==> config.mk <==
export PLATFORM = sky130hd
export DESIGN_NAME = arcade_input_cond_flat
export DESIGN_NICKNAME = d
export VERILOG_FILES = /design/src/rtl/arcade_input_cond_if.sv /design/src/rtl/arcade_input_cond.sv /design/src/flat_wrapper.sv
export SDC_FILE = /design/constraint.sdc
export NUM_CORES = 1
export LEC_CHECK = 0
export BUFFER_PORTS_ARGS = -buffer_cell sky130_fd_sc_hd__buf_2
export CAP_MARGIN = 10
export CORE_UTILIZATION = 53
export CTS_CLUSTER_DIAMETER = 60
export DETAILED_ROUTE_END_ITERATION = 6
export PLACE_DENSITY = 0.7
export SYNTH_ARGS = -nofsm -noshare
export SYNTH_HDL_FRONTEND = slang
export SYNTH_SLANG_ARGS = --single-unit
==> constraint.sdc <==
create_clock -name clk_sys -period 2.9 [get_ports clk_sys]
set_input_delay 0.58 -clock clk_sys [delete_from_list [all_inputs] [get_ports clk_sys]]
set_output_delay 0.58 -clock clk_sys [all_outputs]
set_load 0.05 [all_outputs]
==> src/rtl/arcade_input_cond_if.sv <==
// arcade_input_cond_if
//   Signal bundle between the input sources (PS/2 keyboard, MiSTer joystick
//   word, orientation/cabinet switches) and the arcade_input_cond stage.
//
//   Handshake: there is no valid/ready pair on this bus. ps2_key[10] is the
//   only event qualifier; every change of that bit marks one key event
//   described by ps2_key[9:0]. All other inputs are level signals sampled on
//   every clock edge. Outputs are registered levels.
//
//   Signals:
//     ps2_key      [10] toggle per event, [9] pressed, [8] extended, [7:0] code
//     joy          active-high {coin, start2, start1, skip, U, D, L, R}
//     rotate       1 = horizontal orientation, directions remapped
//     cabinet      1 = cocktail cabinet
//     in0, in1     active-low input bytes for the core
//     coin1_state  debug view of the coin 1 pulse FSM (0 idle, 1 pulse, 2 gap)
//     coin2_state  debug view of the coin 2 pulse FSM
interface arcade_input_cond_if;
  logic [10:0] ps2_key;
  logic [7:0]  joy;
  logic        rotate;
  logic        cabinet;
  logic [7:0]  in0;
  logic [7:0]  in1;
  logic [1:0]  coin1_state;
  logic [1:0]  coin2_state;

  modport master (
    output ps2_key, joy, rotate, cabinet,
    input  in0, in1, coin1_state, coin2_state
  );

  modport slave (
    input  ps2_key, joy, rotate, cabinet,
    output in0, in1, coin1_state, coin2_state
  );
endinterface

==> src/rtl/arcade_input_cond.sv <==
// arcade_input_cond
//   Merges PS/2 key events and the MiSTer joystick word into the two
//   active-low input bytes of the pacman core. Per player: 4-way direction
//   arbitration (last fresh press wins) with optional 90 degree remap. Per
//   coin: a pulse FSM producing one fixed-length low pulse per press followed
//   by a lockout gap.
//
//   Ports:
//     clk_sys   system clock
//     reset_n   asynchronous active-low reset
//     bus       arcade_input_cond_if slave modport (inputs, in0/in1, debug)
//
//   Parameters:
//     COIN_PULSE  coin-low length in clk_sys cycles (>= 1)
//     COIN_GAP    lockout after each pulse in cycles (0 allowed)
module arcade_input_cond #(
  parameter logic [23:0] COIN_PULSE = 24'd2_400_000,
  parameter logic [23:0] COIN_GAP   = 24'd2_400_000
) (
  input  logic               clk_sys,
  input  logic               reset_n,
  arcade_input_cond_if.slave bus
);

  // Key register indices, one per mapped scancode.
  localparam int K_U1 = 0,  K_D1 = 1,  K_L1 = 2,  K_R1 = 3;
  localparam int K_SPC = 4, K_CTL = 5, K_A = 6;
  localparam int K_F1 = 7,  K_F2 = 8,  K_F3 = 9;
  localparam int K_1 = 10,  K_2 = 11,  K_5 = 12,  K_6 = 13;
  localparam int K_U2 = 14, K_D2 = 15, K_L2 = 16, K_R2 = 17;

  // Request vector: [3:0] P1 {R,L,D,U}, [7:4] P2 {R,L,D,U},
  // [8] skip, [9] start1, [10] start2, [11] coin1, [12] coin2.
  localparam int R_SKIP = 8, R_ST1 = 9, R_ST2 = 10, R_C1 = 11, R_C2 = 12;

  typedef enum logic [1:0] {
    S_IDLE  = 2'd0,
    S_PULSE = 2'd1,
    S_GAP   = 2'd2
  } coin_state_e;

  // Horizontal orientation: up->left, down->right, left->down, right->up.
  function automatic logic [3:0] rot_dir(input logic [3:0] d, input logic en);
    return en ? {d[1], d[0], d[2], d[3]} : d;
  endfunction

  // Highest index wins: R > L > D > U.
  function automatic logic [3:0] pick_winner(input logic [3:0] f);
    logic [3:0] w;
    w = 4'b0000;
    if (f[3])      w = 4'b1000;
    else if (f[2]) w = 4'b0100;
    else if (f[1]) w = 4'b0010;
    else if (f[0]) w = 4'b0001;
    return w;
  endfunction

  logic        tgl_q;
  logic        key_event;
  logic [17:0] key_q;
  logic [17:0] key_hit;
  logic [3:0]  joy_dir;
  logic [3:0]  p1_raw;
  logic [3:0]  p2_raw;
  logic [12:0] raw;
  logic [12:0] cur;
  logic [12:0] cur_d;
  logic [12:0] fresh;
  logic [3:0]  mask1_q;
  logic [3:0]  mask2_q;
  logic [3:0]  dir1;
  logic [3:0]  dir2;
  logic [7:0]  in0_q;
  logic [7:0]  in1_q;
  logic        unused_ext;

  coin_state_e state_q [2];
  coin_state_e state_d [2];
  logic [23:0] cnt_q   [2];
  logic [23:0] cnt_d   [2];
  logic [1:0]  coin_rise;
  logic [1:0]  coin_low;

  // Extended flag carries no information for this map: arrows match on code.
  assign unused_ext = bus.ps2_key[8];
  assign key_event  = bus.ps2_key[10] ^ tgl_q;

  always_comb begin
    key_hit = '0;
    case (bus.ps2_key[7:0])
      8'h75: key_hit[K_U1]  = 1'b1;
      8'h72: key_hit[K_D1]  = 1'b1;
      8'h6B: key_hit[K_L1]  = 1'b1;
      8'h74: key_hit[K_R1]  = 1'b1;
      8'h29: key_hit[K_SPC] = 1'b1;
      8'h14: key_hit[K_CTL] = 1'b1;
      8'h1C: key_hit[K_A]   = 1'b1;
      8'h05: key_hit[K_F1]  = 1'b1;
      8'h06: key_hit[K_F2]  = 1'b1;
      8'h04: key_hit[K_F3]  = 1'b1;
      8'h16: key_hit[K_1]   = 1'b1;
      8'h1E: key_hit[K_2]   = 1'b1;
      8'h2E: key_hit[K_5]   = 1'b1;
      8'h36: key_hit[K_6]   = 1'b1;
      8'h2D: key_hit[K_U2]  = 1'b1;
      8'h2B: key_hit[K_D2]  = 1'b1;
      8'h23: key_hit[K_L2]  = 1'b1;
      8'h34: key_hit[K_R2]  = 1'b1;
      default: ;
    endcase
  end

  always_ff @(posedge clk_sys or negedge reset_n) begin
    if (!reset_n) begin
      tgl_q <= 1'b0;
      key_q <= '0;
    end else begin
      tgl_q <= bus.ps2_key[10];
      if (key_event)
        key_q <= (key_q & ~key_hit) | (key_hit & {18{bus.ps2_key[9]}});
    end
  end

  // Joystick directions feed both players, reordered to {R,L,D,U}.
  assign joy_dir = {bus.joy[0], bus.joy[1], bus.joy[2], bus.joy[3]};
  assign p1_raw  = rot_dir({key_q[K_R1], key_q[K_L1], key_q[K_D1], key_q[K_U1]} | joy_dir,
                           bus.rotate);
  assign p2_raw  = rot_dir({key_q[K_R2], key_q[K_L2], key_q[K_D2], key_q[K_U2]} | joy_dir,
                           bus.rotate);

  // The joystick coin bit drives coin 2 (in0[6]); coin 1 is keyboard only.
  assign raw = {key_q[K_6] | bus.joy[7],
                key_q[K_F3] | key_q[K_5],
                key_q[K_F2] | key_q[K_2] | bus.joy[6],
                key_q[K_F1] | key_q[K_1] | bus.joy[5],
                key_q[K_SPC] | key_q[K_CTL] | key_q[K_A] | bus.joy[4],
                p2_raw, p1_raw};

  // cur/cur_d keep sampling during reset on purpose: a button held across
  // reset is then not seen as a fresh press, so no coin pulse or direction
  // arms itself on release.
  always_ff @(posedge clk_sys) begin
    cur   <= raw;
    cur_d <= cur;
  end

  assign fresh = cur & ~cur_d;

  always_ff @(posedge clk_sys or negedge reset_n) begin
    if (!reset_n) begin
      mask1_q <= 4'b0000;
      mask2_q <= 4'b0000;
    end else begin
      if (|fresh[3:0]) mask1_q <= pick_winner(fresh[3:0]);
      if (|fresh[7:4]) mask2_q <= pick_winner(fresh[7:4]);
    end
  end

  assign dir1      = cur_d[3:0] & mask1_q;
  assign dir2      = cur_d[7:4] & mask2_q;
  assign coin_rise = fresh[R_C2:R_C1];

  // Coin pulse FSMs: index 0 = coin1, 1 = coin2.
  always_ff @(posedge clk_sys or negedge reset_n) begin
    if (!reset_n) begin
      for (int i = 0; i < 2; i++) begin
        state_q[i] <= S_IDLE;
        cnt_q[i]   <= '0;
      end
    end else begin
      for (int i = 0; i < 2; i++) begin
        state_q[i] <= state_d[i];
        cnt_q[i]   <= cnt_d[i];
      end
    end
  end

  always_comb begin
    for (int i = 0; i < 2; i++) begin
      state_d[i] = state_q[i];
      cnt_d[i]   = cnt_q[i];
      case (state_q[i])
        S_IDLE: begin
          if (coin_rise[i]) begin
            state_d[i] = S_PULSE;
            cnt_d[i]   = COIN_PULSE - 24'd1;
          end
        end
        S_PULSE: begin
          if (cnt_q[i] == 24'd0) begin
            if (COIN_GAP == 24'd0) begin
              state_d[i] = S_IDLE;
            end else begin
              state_d[i] = S_GAP;
              cnt_d[i]   = COIN_GAP - 24'd1;
            end
          end else begin
            cnt_d[i] = cnt_q[i] - 24'd1;
          end
        end
        S_GAP: begin
          if (cnt_q[i] == 24'd0) state_d[i] = S_IDLE;
          else                   cnt_d[i]   = cnt_q[i] - 24'd1;
        end
        default: state_d[i] = S_IDLE;
      endcase
      coin_low[i] = (state_q[i] == S_PULSE);
    end
  end

  always_ff @(posedge clk_sys or negedge reset_n) begin
    if (!reset_n) begin
      in0_q <= 8'hFF;
      in1_q <= 8'hFF;
    end else begin
      in0_q <= {1'b1, ~coin_low[1], ~coin_low[0], ~cur_d[R_SKIP],
                ~dir1[1], ~dir1[3], ~dir1[2], ~dir1[0]};
      in1_q <= {~bus.cabinet, ~cur_d[R_ST2], ~cur_d[R_ST1], 1'b1,
                ~dir2[1], ~dir2[3], ~dir2[2], ~dir2[0]};
    end
  end

  assign bus.in0         = in0_q;
  assign bus.in1         = in1_q;
  assign bus.coin1_state = state_q[0];
  assign bus.coin2_state = state_q[1];

endmodule

==> src/flat_wrapper.sv <==
// flat-port wrapper written by rule: the top's interface ports become plain ports
module arcade_input_cond_flat 
#(
  parameter logic [23:0] COIN_PULSE = 24'd2_400_000,
  parameter logic [23:0] COIN_GAP   = 24'd2_400_000
)
  (clk_sys, reset_n, bus_ps2_key, bus_joy, bus_rotate, bus_cabinet, bus_in0, bus_in1, bus_coin1_state, bus_coin2_state);
  arcade_input_cond_if bus_i ();
  input  logic clk_sys;
  input  logic reset_n;
  input wire logic [$bits(bus_i.ps2_key)-1:0] bus_ps2_key;
  input wire logic [$bits(bus_i.joy)-1:0] bus_joy;
  input wire logic [$bits(bus_i.rotate)-1:0] bus_rotate;
  input wire logic [$bits(bus_i.cabinet)-1:0] bus_cabinet;
  output wire logic [$bits(bus_i.in0)-1:0] bus_in0;
  output wire logic [$bits(bus_i.in1)-1:0] bus_in1;
  output wire logic [$bits(bus_i.coin1_state)-1:0] bus_coin1_state;
  output wire logic [$bits(bus_i.coin2_state)-1:0] bus_coin2_state;
  assign bus_i.ps2_key = bus_ps2_key;
  assign bus_i.joy = bus_joy;
  assign bus_i.rotate = bus_rotate;
  assign bus_i.cabinet = bus_cabinet;
  assign bus_in0 = bus_i.in0;
  assign bus_in1 = bus_i.in1;
  assign bus_coin1_state = bus_i.coin1_state;
  assign bus_coin2_state = bus_i.coin2_state;
  arcade_input_cond #(.COIN_PULSE(COIN_PULSE), .COIN_GAP(COIN_GAP)) u_core (.clk_sys(clk_sys), .reset_n(reset_n), .bus(bus_i));
endmodule
======== Word-level counts from Yosys, hierarchy flattened ========
Index checks and enable logic that the tools add are counted.
word-level totals
  bits in writable memories ............... 0
  memories ................................ 0
  ROM bits ................................ 0
  input port bits ......................... 23
  bits in latches ......................... 0
  bits in registers ....................... 119
  output and inout bits ................... 20
operators by class
  div/mod/pow operators ................... 0
  bitwise gates (word level) .............. 34
  mux-type cells .......................... 44
  multipliers ............................. 0
  eq/ne operators ......................... 30
  order comparisons ....................... 0
  shifts and indexed selects .............. 0
  reduce and logical (&&, ||, !) cells .... 12
  add/subtract/negate cells ............... 2
operators with widths
  kind                                                                   number
  24-bit 2-to-1 mux                                                      6
  24-bit case mux with 3 select lines                                    2
  8-bit by 6-bit equality test with 1-bit output, second input constant  7
  24-bit logical NOT                                                     2
  24-bit by 1-bit subtractor with 24-bit output, second input constant   2
  18-bit AND                                                             2
  8-bit by 5-bit equality test with 1-bit output, second input constant  4
  8-bit by 7-bit equality test with 1-bit output, second input constant  4
  4-bit 2-to-1 mux                                                       8
  8-bit by 3-bit equality test with 1-bit output, second input constant  3
  1-bit 2-to-1 mux                                                       20
  18-bit inverter                                                        1
  18-bit OR                                                              1
  1-bit inverter                                                         14
  13-bit AND                                                             1
  13-bit inverter                                                        1
  2-bit 2-to-1 mux                                                       6
  2-bit case mux with 3 select lines                                     2
  3-bit AND reduction                                                    4
  1-bit OR                                                               9
  4-bit AND                                                              2
  2-bit by 1-bit != test with 1-bit output, second input constant        4
  2-bit != test, second input constant                                   4
  4-bit OR                                                               2
  other kinds (6)                                                        11

======== Depth between registers and ports, before layout ========
Gate-level depths: netlist of run 1.
  depth in word-level cells ............... 6
  mapped depth ............................ 9
  depth with buffers taken out ............ 7

======== Worst setup path before layout of run 1 ========
OpenSTA, ideal clock, no wires.
  kind .................................... register to register
  start point ............................. register u_core.state_q, in the netlist u_core.bus.coin2_state[0]
  end point ............................... register u_core.cnt_q[19] in the netlist's numbering
  stages on the path, launching flop included .. 10
  clock period less this slack ............ 2.295 ns
  slack ................................... 0.605 ns
  setup time .............................. 0.082 ns
  arrival time ............................ 2.213 ns
  required time ........................... 2.818 ns
  cells stage by stage .................... dfrtp_1 inv_1 ha_1 or2_2 clkbuf_1 o211ai_1 a31oi_1 clkbuf_1 o21ai_0 a31oi_1
between the ends
  cells in the longest elaborated chain, start to end .. 3
ends and longest elaborated chain
  element                                                 RTL line                  source
  start, declared                                         arcade_input_cond.sv:77   coin_state_e state_q [2];
  start signal, assigned by index                         arcade_input_cond.sv:172  state_q[i] <= state_d[i];
  2-bit equality test (tied with other cells)             arcade_input_cond.sv:182  case (state_q[i])
  2-bit != test (no source line) (tied with other cells)  n/a
  3-bit AND reduction (no source line)                    n/a
  end signal, assigned by index                           arcade_input_cond.sv:173  cnt_q[i] <= cnt_d[i];
  end, declared                                           arcade_input_cond.sv:79   logic [23:0] cnt_q [2];
Parallel ways exist; a longest one is shown, timed or not.
A chain may end at the register's enable or synchronous reset.

======== Final worst setup path of run 1 ========
  start point ............................. register u_core.cnt_q[0] in the netlist's numbering
  end point ............................... register u_core.cnt_q[16] in the netlist's numbering
between the ends
  cells in the longest elaborated chain, start to end .. 3
ends and longest elaborated chain
  element                                                                              RTL line                  source
  24-bit by 1-bit subtractor with 24-bit output or 24-bit logical NOT (tied branches)  n/a
  24-bit 2-to-1 mux (tied with other cells)                                            arcade_input_cond.sv:202  if (cnt_q[i] == 24'd0) state_d[i] = S_IDLE;
  24-bit case mux with 3 select lines or 3-bit AND reduction (tied branches)           n/a
Parallel ways exist; a longest one is shown, timed or not. The select of a mux whose other input is x is not followed.

==> flow_metrics.env, run 1 <==
export IMPL_cts_tree="yes"
export IMPL_drt_total_wl_mm=11.8
export IMPL_route_detailed_vias_per_inst=5.87
export IMPL_reg2reg_setup_slack_ns=0.26
export IMPL_final_net_count=658
export IMPL_cts_clk_slew_worst_paths_ns=0.06
export IMPL_critical_path_peak_fanout=14
export IMPL_vdd_ir_drop_max_uv=679
export IMPL_finalHoldViolCount=0
export IMPL_arrival_ns=3.03
export IMPL_globalRoute_totalOverflow=0
export IMPL_io_pins=43
export IMPL_initial_utilization=0.548
export IMPL_drt_iter0_drc=244
export IMPL_worst_slew_pin_slew_ns=1.12
export IMPL_yosys_warnings=0
export IMPL_cp_top_family="simple AND/OR/NAND/NOR gates"
export IMPL_die_height_um=106
export IMPL_cts_hold_buf=0
export IMPL_yosys_cell_count_top_type="dfrtp_1"
export IMPL_clk_insertion_delay_late_ns=0.52
export IMPL_layout_drive_gt1_share=0.198
export IMPL_max_slew_margin_rel=0.253
export IMPL_cts_sink_count=119
export IMPL_timing_critical_path_from_type="register"
export IMPL_skew_ns=0.00650
export IMPL_seq_area_frac_synth=0.505
export IMPL_clockBufferDepth=2
export IMPL_dr_pass1_iters=4
export IMPL_endpoint_kind="register"
export IMPL_total_power_mw=5.01
export IMPL_maxClockFrequency_mhz=379
export IMPL_grt_max_degree=44
export IMPL_fin_ws_ns=0.260
export IMPL_area_growth_synth_to_final_pct=15.4
export IMPL_synth_top_cells_by_area="dfrtp_1 (35%), dfxtp_1 (9.2%), dfstp_2 (6.5%)"
export IMPL_power_density_nw_per_um2=764
export IMPL_predominant_post_synthesis_flop_cell="dfrtp_1"
export IMPL_cp_bufs_invs=1
export IMPL_hpwl_mm=7.94
export IMPL_gpl_final_weighted_congestion=0.848
export IMPL_wl_per_cell_um=15.2
export IMPL_synth_enable_flop_cells=0
export IMPL_dieWidth_um=106
export IMPL_grt_pass1_wl_mm=20.4
export IMPL_min_path_type="in -> async"
export IMPL_ctsHtreeMaxLevel=4
export IMPL_final_cell_area_sq_um=6560
export IMPL_post_route_min_period_ns=2.64
export IMPL_cts_repair_resized=0
export IMPL_root_buffer_cell="clkbuf_8"
export IMPL_postPlaceCellArea_sq_um=6000
export IMPL_grt_setup_unrepaired="no"
export IMPL_timing_max_cap_violations=0
export IMPL_timing_setup_tns_ns=0
export IMPL_core_area_sq_um=10400
export IMPL_cp_cell_sequence="inv_1, ha_1, or4b_1, nor4_4, a31oi_1, a21bo_2, a31oi_1"
export IMPL_outcome="finished clean"
export IMPL_synth_largest_area_cell="dfrtp_1"
export IMPL_post_route_period_util=0.910
export IMPL_leakagePower_nw=2.80
export IMPL_path_common_cell="a31oi_1"
export IMPL_dp_slack_ns=0.294
export IMPL_globalRouteTotalUtil=0.232
export IMPL_slowest_stage="or4b_1"
export IMPL_post_synth_instance_area_sq_um=5680
export IMPL_ys_top_cells_by_count="dfrtp_1 (79), nor2_1 (64), nor3_1 (44)"
export IMPL_placement_rows=37
export IMPL_route_antenna_remaining_nets=0
export IMPL_detail_route_drc_violations=0
export IMPL_cts_buffers_inserted=17
export IMPL_port_buffers=39
export IMPL_yosysTopAreaCellShare=0.348
export IMPL_antenna_fix_cells=0
export IMPL_die_area_sq_um=11100
export IMPL_cts_setup_buffers=0
export IMPL_postSynthCellCount=585
export IMPL_synth_avg_cell_area_sq_um=9.71
export IMPL_synth_distinct_cells=63
export IMPL_grt_antenna_before_repair=0
export IMPL_ys_seq_elements=119
export IMPL_hold_worst_slack_ns=0.0559
export IMPL_routed_via_count=4540
export IMPL_async_reset_ff_frac=0.782
export IMPL_maxSlewViolCount=0
export IMPL_worst_endpoint_required_ns=3.29
export IMPL_timing_final_setup_violations=0
export IMPL_worst_setup_path_type="reg -> reg"
export IMPL_first_global_vias=4437
export IMPL_cpPeakStageDelay_ns=0.52
## power breakdown
part / switching (mW) / leakage (nW) / internal, mW
clock network: 0.762 / 0.265 / 1.17
registers: 0.178 / 1.33 / 1.86
logic: 0.649 / 1.20 / 0.393
## layout by cell type, fill, tap and decap left out, drive strengths merged, types with 4 or more instances in the layout
cell type,instances
inv,26
nor2b,6
a21boi,4
or2,9
nor2,64
dfxtp,26
and3,4
dfstp,14
o22a,14
nor3,44
or3,8
mux2,18
o21ai,11
nand2b,15
clkinv,6
buf,47
a21oi,43
or4,11
a31oi,24
nor3b,4
nor4,14
nand3,17
clkbuf,19
nand2,28
dfrtp,79
o21a,10
a211oi,5
ha,11
## routing by layer
metal / vias up / GRT usage / routed length [um]
li1: 2214 / - / -
met1: 2220 / 0.298 / 5500
met2: 97 / 0.386 / 5700
met3: 9 / 0.0612 / 472
met4: 0 / 0.0714 / 96
met5: - / 0 / 0
## cell type report
class | instances | area, sq um
fill | 874 | 3810
sequential | 119 | 2870
multi-input combinational | 416 | 2610
clock buffer | 19 | 432
timing repair buffer | 47 | 270
tap | 136 | 170
clock inverter | 13 | 124
inverter | 23 | 86.3
## worst register-to-register path: cells and delay by family, from the launching register on
kind / cells / cell delay [ns]
AO/OA/AOI/OAI: 3 / 0.91
flip-flops: 1 / 0.39
adder cells (fa/ha/maj): 1 / 0.22
AND/OR/NAND/NOR: 2 / 0.90
buffers and inverters: 1 / 0.10
## metrics by stage
stage           util  cells
6_report       0.632    773
5_1_grt        0.632    773
3_3_place_gp   0.579    741
2_1_floorplan      -    586
3_5_place_dp   0.579    741
4_1_cts        0.632    773
## worst paths after layout
kind,start,to,cells after the start
setup / recovery,u_core.cnt_q[0],u_core.cnt_q[16],7
hold / removal,reset_n,u_core.cnt_q[20],1
setup reg to reg,u_core.cnt_q[0],u_core.cnt_q[16],7
hold reg to reg,u_core.cur[8],u_core.cur_d[8],0
max in group asynchronous,reset_n,u_core.bus.in0[1],2
min in group clk_sys,bus_cabinet,u_core.bus.in1[7],2
## cells by family (layout without fill, tap and decap cells)
group	Yosys count	in the layout	share of synthesized area
AOI/OAI and AO/OA	144	144	0.171
xor gates and xnor gates	4	4	0.00617
adders and majority gates	11	11	0.0242
buffers and inverters	51	102	0.0370
DFF	119	119	0.505
muxes	19	19	0.0375
other	1	2	0.000660
and+or+nand+nor	236	236	0.219
(Power assumes the default switching activity.)
==> run 2, diff against run 1 <==
==> constraint.sdc (replaced) <==
create_clock -name clk_sys -period 3.3 [get_ports clk_sys]
set_input_delay 0.66 -clock clk_sys [delete_from_list [all_inputs] [get_ports clk_sys]]
set_output_delay 0.66 -clock clk_sys [all_outputs]
set_load 0.05 [all_outputs]
==> run 2 against run 1 <==
  * Combinational power is 13% lower
  * Via count down 1.1%
  * Power is 11% lower
  * Utilization up 0.084 points
  * Clock power down 9%
  * Die area unchanged
  * Register-to-register slack improved by 0.39 ns
  * Sequential power fell by 12%
  * Maximum frequency fell by 0.20%
  * Global-route usage decreased by 0.44 points
==> flow_metrics.env, run 2 (synthesized netlist as in run 1, its figures left out) <==
export IMPL_cpPeakStageDelay_ns=0.51
export IMPL_wl_per_cell_um=14.9
export IMPL_final_cell_mix="dfrtp_1 (79), nor2_1 (64), nor3_1 (44)"
export IMPL_maxSlewViolCount=0
export IMPL_cts_buffers_inserted=17
export IMPL_route_detailed_vias_per_inst=5.82
export IMPL_post_route_period_util=0.802
export IMPL_dieWidth_um=106
export IMPL_grt_max_degree=56
export IMPL_cts_repair_resized=0
export IMPL_clk_insertion_delay_late_ns=0.52
export IMPL_io_pins=43
export IMPL_grt_setup_unrepaired="no"
export IMPL_maxClockFrequency_mhz=378
export IMPL_cts_setup_buffers=0
export IMPL_detail_route_drc_violations=0
export IMPL_worst_slew_pin_slew_ns=1.15
export IMPL_groute_layer_met1_usage=0.302
export IMPL_cts_sink_count=119
export IMPL_die_height_um=106
export IMPL_skew_ns=0.00739
export IMPL_path_common_cell="a31oi_1"
export IMPL_slowest_stage="or4b_1"
export IMPL_clockBufferDepth=2
export IMPL_groute_layer_met2_usage=0.368
export IMPL_root_buffer_cell="clkbuf_8"
export IMPL_cts_tree="yes"
export IMPL_max_slew_margin_rel=0.231
export IMPL_globalRouteMet3Util=0.0445
export IMPL_routed_via_count=4488
export IMPL_endpoint_kind="register"
export IMPL_finalHoldViolCount=0
export IMPL_globalRouteTotalUtil=0.228
export IMPL_min_path_type="in -> async"
export IMPL_port_buffers=39
export IMPL_globalRoute_totalOverflow=0
export IMPL_vdd_ir_drop_max_uv=371
export IMPL_final_net_count=656
export IMPL_critical_path_peak_fanout=14
export IMPL_grt_pass1_wl_mm=20.0
export IMPL_antenna_fix_cells=0
export IMPL_timing_final_setup_violations=0
export IMPL_leakagePower_nw=2.80
export IMPL_num_fill_cells=877
export IMPL_mostFrequentLayoutCell="dfrtp_1"
export IMPL_cts_clk_slew_worst_paths_ns=0.06
export IMPL_power_density_nw_per_um2=679
export IMPL_initial_utilization=0.548
export IMPL_placed_cells=739
export IMPL_cp_cell_sequence="inv_1, ha_1, or4b_1, nor4_4, a31oi_1, a21bo_2, a31oi_1"
export IMPL_post_route_min_period_ns=2.65
export IMPL_first_global_vias=4277
export IMPL_worst_setup_path_type="reg -> reg"
export IMPL_grt_antenna_before_repair=0
export IMPL_route_antenna_remaining_nets=0
export IMPL_timing_setup_tns_ns=0
export IMPL_drt_total_wl_mm=11.5
export IMPL_final_std_cells_w_o_fill=771
export IMPL_ctsHtreeMaxLevel=4
export IMPL_arrival_ns=3.03
export IMPL_worst_endpoint_required_ns=3.69
export IMPL_hpwl_mm=7.75
export IMPL_total_power_mw=4.46
export IMPL_cts_hold_buf=0
export IMPL_outcome="finished clean"
export IMPL_globalRoute_busiestLayer="met2"
export IMPL_dr_pass1_iters=5
export IMPL_gpl_final_weighted_congestion=0.885
export IMPL_drt_iter0_drc=205
export IMPL_ff2ff_path_depth=7
export IMPL_area_growth_synth_to_final_pct=15.6
export IMPL_die_area_sq_um=11100
export IMPL_timing_critical_path_from_type="register"
export IMPL_layout_drive_gt1_share=0.195
export IMPL_placement_rows=37
export IMPL_timing_max_cap_violations=0
export IMPL_core_area_sq_um=10400
run 2: power by group:
group	internal [mW]	switching [mW]	leakage (nW)	total, mW
clock	1.12	0.640	0.281	1.76
sequential	1.64	0.156	1.33	1.79
combinational	0.343	0.565	1.18	0.907
total	3.10	1.36	2.80	4.46
run 2: worst max-delay path: cells and delay by family (launching register included):
kind	cells	cell delay (ns)
buf+inv	1	0.11
fa+ha+maj	1	0.24
compound gates	3	0.90
simple gates	2	0.88
flops	1	0.39
run 2: path summary, 6_finish.rpt:
kind	start	endpoint	slack [ns]
max reg2reg	u_core.cnt_q[0]	u_core.cnt_q[16]	0.65
max in group asynchronous	reset_n	u_core.bus.in0[6]	2.29
min reg2reg	u_core.cur[8]	u_core.cur_d[8]	0.33
min in group clk_sys	bus_cabinet	u_core.bus.in1[7]	0.25
min	reset_n	u_core.cnt_q[21]	0.19
max	u_core.cnt_q[0]	u_core.cnt_q[16]	0.65
run 2: metrics by stage:
stage | setup WS (ns) | hold WS, ns | cell area [sq um] | utilization
global route | 0.492 | 0.243 | 6560 | 0.633
floorplan | 1.01 | 0.310 | 5680 | -
CTS | 0.695 | 0.200 | 6560 | 0.633
global placement | 0.816 | 0.311 | 5970 | 0.576
detailed placement | 0.721 | 0.314 | 5970 | 0.576
finish | 0.655 | 0.185 | 6560 | 0.633
run 2: area by class of cell:
class / instances / area [sq um] / share of cell area
clock inverter: 8 / 57.6 / 0.00877
tap: 136 / 170 / 0.0259
inverter: 23 / 86.3 / 0.0132
sequential: 119 / 2870 / 0.437
timing repair buffer: 45 / 243 / 0.0370
multi-input combinational: 416 / 2610 / 0.397
clock buffer: 24 / 534 / 0.0814
run 2: metal layers:
metal | routed length, um | share of wire | vias to the layer above
li1 | - | - | 2200
met1 | 5280 | 0.46 | 2164
met5 | 0 | 0 | -
met3 | 518 | 0.045 | 12
met2 | 5540 | 0.48 | 112
met4 | 131 | 0.011 | 0
==> run 3, diff against run 2 <==
--- a/config.mk
+++ b/config.mk
@@ -10,7 +10,7 @@
 export CORE_UTILIZATION = 53
 export CTS_CLUSTER_DIAMETER = 60
 export DETAILED_ROUTE_END_ITERATION = 6
-export PLACE_DENSITY = 0.7
+export PLACE_DENSITY = 0.72
 export SYNTH_ARGS = -nofsm -noshare
 export SYNTH_HDL_FRONTEND = slang
 export SYNTH_SLANG_ARGS = --single-unit
==> constraint.sdc (replaced) <==
create_clock -name clk_sys -period 2.4 [get_ports clk_sys]
set_input_delay 0.48 -clock clk_sys [delete_from_list [all_inputs] [get_ports clk_sys]]
set_output_delay 0.48 -clock clk_sys [all_outputs]
set_load 0.05 [all_outputs]
==> run 3 against run 2 <==
  * Combinational power increased by 60%
  * Sequential share of layout area is 1.3 points lower
  * Clock power increased by 34%
  * Cell count increased by 3.1%
  * Worst setup slack lost 0.60 ns
  * Critical path type unchanged
  * Critical endpoint is now u_core.cnt_q[3]
  * Wire length rose by 7.4%
==> flow_metrics.env, run 3 (synthesized netlist as in run 1, its figures left out) <==
export IMPL_worst_hold_start="bus_cabinet"
export IMPL_antenna_fix_cells=0
export IMPL_timing_final_setup_violations=0
export IMPL_timing_max_cap_violations=0
export IMPL_cts_clk_slew_worst_paths_ns=0.06
export IMPL_dieWidth_um=106
export IMPL_fin_ws_ns=0.0525
export IMPL_cts_tree="yes"
export IMPL_post_route_min_period_ns=2.35
export IMPL_regToRegEndpoint="u_core.cnt_q[3]"
export IMPL_cts_sink_count=119
export IMPL_final_std_cells_w_o_fill=795
export IMPL_timing_setup_tns_ns=0
export IMPL_drt_iter0_drc=279
export IMPL_root_buffer_cell="clkbuf_8"
export IMPL_die_height_um=106
export IMPL_placed_cells=761
export IMPL_hpwl_mm=8.21
export IMPL_port_buffers=39
export IMPL_critical_path_peak_fanout=7
export IMPL_timing_critical_path_from_type="register"
export IMPL_placement_rows=37
export IMPL_dr_pass1_iters=7
export IMPL_cp_cell_sequence="inv_2, ha_4, or4b_4, nor4_4, a41oi_2, buf_4, o21a_1, o22a_1"
export IMPL_io_pins=43
export IMPL_dp_slack_ns=0.0900
export IMPL_route_detailed_vias_per_inst=5.89
export IMPL_arrival_ns=2.77
export IMPL_globalRouteTotalUtil=0.235
export IMPL_drt_total_wl_mm=12.3
export IMPL_worst_setup_path_type="reg -> reg"
export IMPL_power_density_nw_per_um2=923
export IMPL_clk_insertion_delay_late_ns=0.53
export IMPL_final_cell_area_sq_um=6760
export IMPL_grt_antenna_before_repair=0
export IMPL_detail_route_drc_violations=0
export IMPL_clockBufferDepth=2
export IMPL_finish_utilization=0.652
export IMPL_core_area_sq_um=10400
export IMPL_endpoint_kind="register"
export IMPL_outcome="finished clean"
export IMPL_final_net_count=680
export IMPL_skew_ns=0.00611
export IMPL_ctsHtreeMaxLevel=4
export IMPL_hold_path_end="u_core.bus.in1[7]"
export IMPL_worst_endpoint_required_ns=2.82
export IMPL_globalRoute_totalOverflow=0
export IMPL_gpl_final_weighted_congestion=0.873
export IMPL_routed_via_count=4682
export IMPL_reg2reg_setup_slack_ns=0.05
export IMPL_mostFrequentLayoutCell="dfrtp_1"
export IMPL_initial_utilization=0.548
export IMPL_postPlaceCellArea_sq_um=6160
export IMPL_post_route_period_util=0.978
export IMPL_min_path_type="in -> reg"
export IMPL_area_growth_synth_to_final_pct=19.0
export IMPL_route_antenna_remaining_nets=0
export IMPL_final_cell_mix="dfrtp_1 (79), nor2_1 (64), nor3_1 (43), a21oi_1 (43), buf_2 (38)"
export IMPL_grt_pass1_wl_mm=20.3
export IMPL_wl_per_cell_um=15.5
export IMPL_slowest_stage="or4b_4"
export IMPL_finalHoldViolCount=0
export IMPL_total_power_mw=6.24
export IMPL_cts_buffers_inserted=17
export IMPL_ff2ff_path_depth=8
export IMPL_vdd_ir_drop_max_uv=593
export IMPL_grt_max_degree=47
export IMPL_hold_worst_slack_ns=0.0582
export IMPL_first_global_vias=4323
export IMPL_leakagePower_nw=2.91
export IMPL_maxSlewViolCount=0
export IMPL_cpPeakStageDelay_ns=0.49
export IMPL_maxClockFrequency_mhz=426
export IMPL_worst_slew_pin_slew_ns=0.520
export IMPL_count_of_cells_along_the_worst_hold_path=2
export IMPL_die_area_sq_um=11100
export IMPL_max_slew_margin_rel=0.650
export IMPL_layout_drive_gt1_share=0.231
export IMPL_cp_startpoint="u_core.cnt_q[0]"
export IMPL_worst_r2r_startpoint="u_core.cnt_q[0]"
## run 3: report_power, final
group	switching (mW)	leakage, nW	internal, mW	total [mW]
clock network	0.926	0.264	1.43	2.35
registers	0.193	1.33	2.25	2.44
logic	0.854	1.31	0.591	1.45
total	1.97	2.91	4.27	6.24
## run 3: final cells by class
cell class | count | area, sq um
inverter | 23 | 86.3
multi-input combinational | 416 | 2640
sequential | 119 | 2870
timing repair buffer | 69 | 454
clock inverter | 11 | 98.8
clock buffer | 21 | 449
fill | 847 | 3610
tap | 136 | 170
## run 3: routing by layer
metal | global-route usage | up-vias | routed length (um)
li1 | - | 2246 | -
met5 | 0 | - | 0
met1 | 0.299 | 2316 | 5530
met4 | 0.0873 | 0 | 119
met2 | 0.386 | 110 | 6120
met3 | 0.0612 | 10 | 543
## run 3: worst max-delay path: cells and delay by family (launching register included)
kind	cells	cell delay [ns]
buf+inv	2	0.32
compound gates	3	0.50
simple gates	2	0.87
fa+ha+maj	1	0.16
flops	1	0.40
## run 3: timing repair
item / CTS / global route
resized for setup: 0 / 9
hold buffers: 1 / 0
setup endpoints to repair: 0 / 13
buffers inserted: 0 / 1
endpoints found under the hold margin: 14 / 0
## run 3: worst max path at each step
stage                       end  slack (ns)  cells past startpoint
6_report        u_core.cnt_q[3]        0.05                      8
5_1_grt        u_core.cnt_q[15]      -0.006                      8
4_1_cts        u_core.cnt_q[15]        0.05                      8
3_5_place_dp   u_core.cnt_q[15]        0.09                      8
3_3_place_gp   u_core.cnt_q[15]        0.18                      8
2_1_floorplan  u_core.cnt_q[19]        0.11                      9
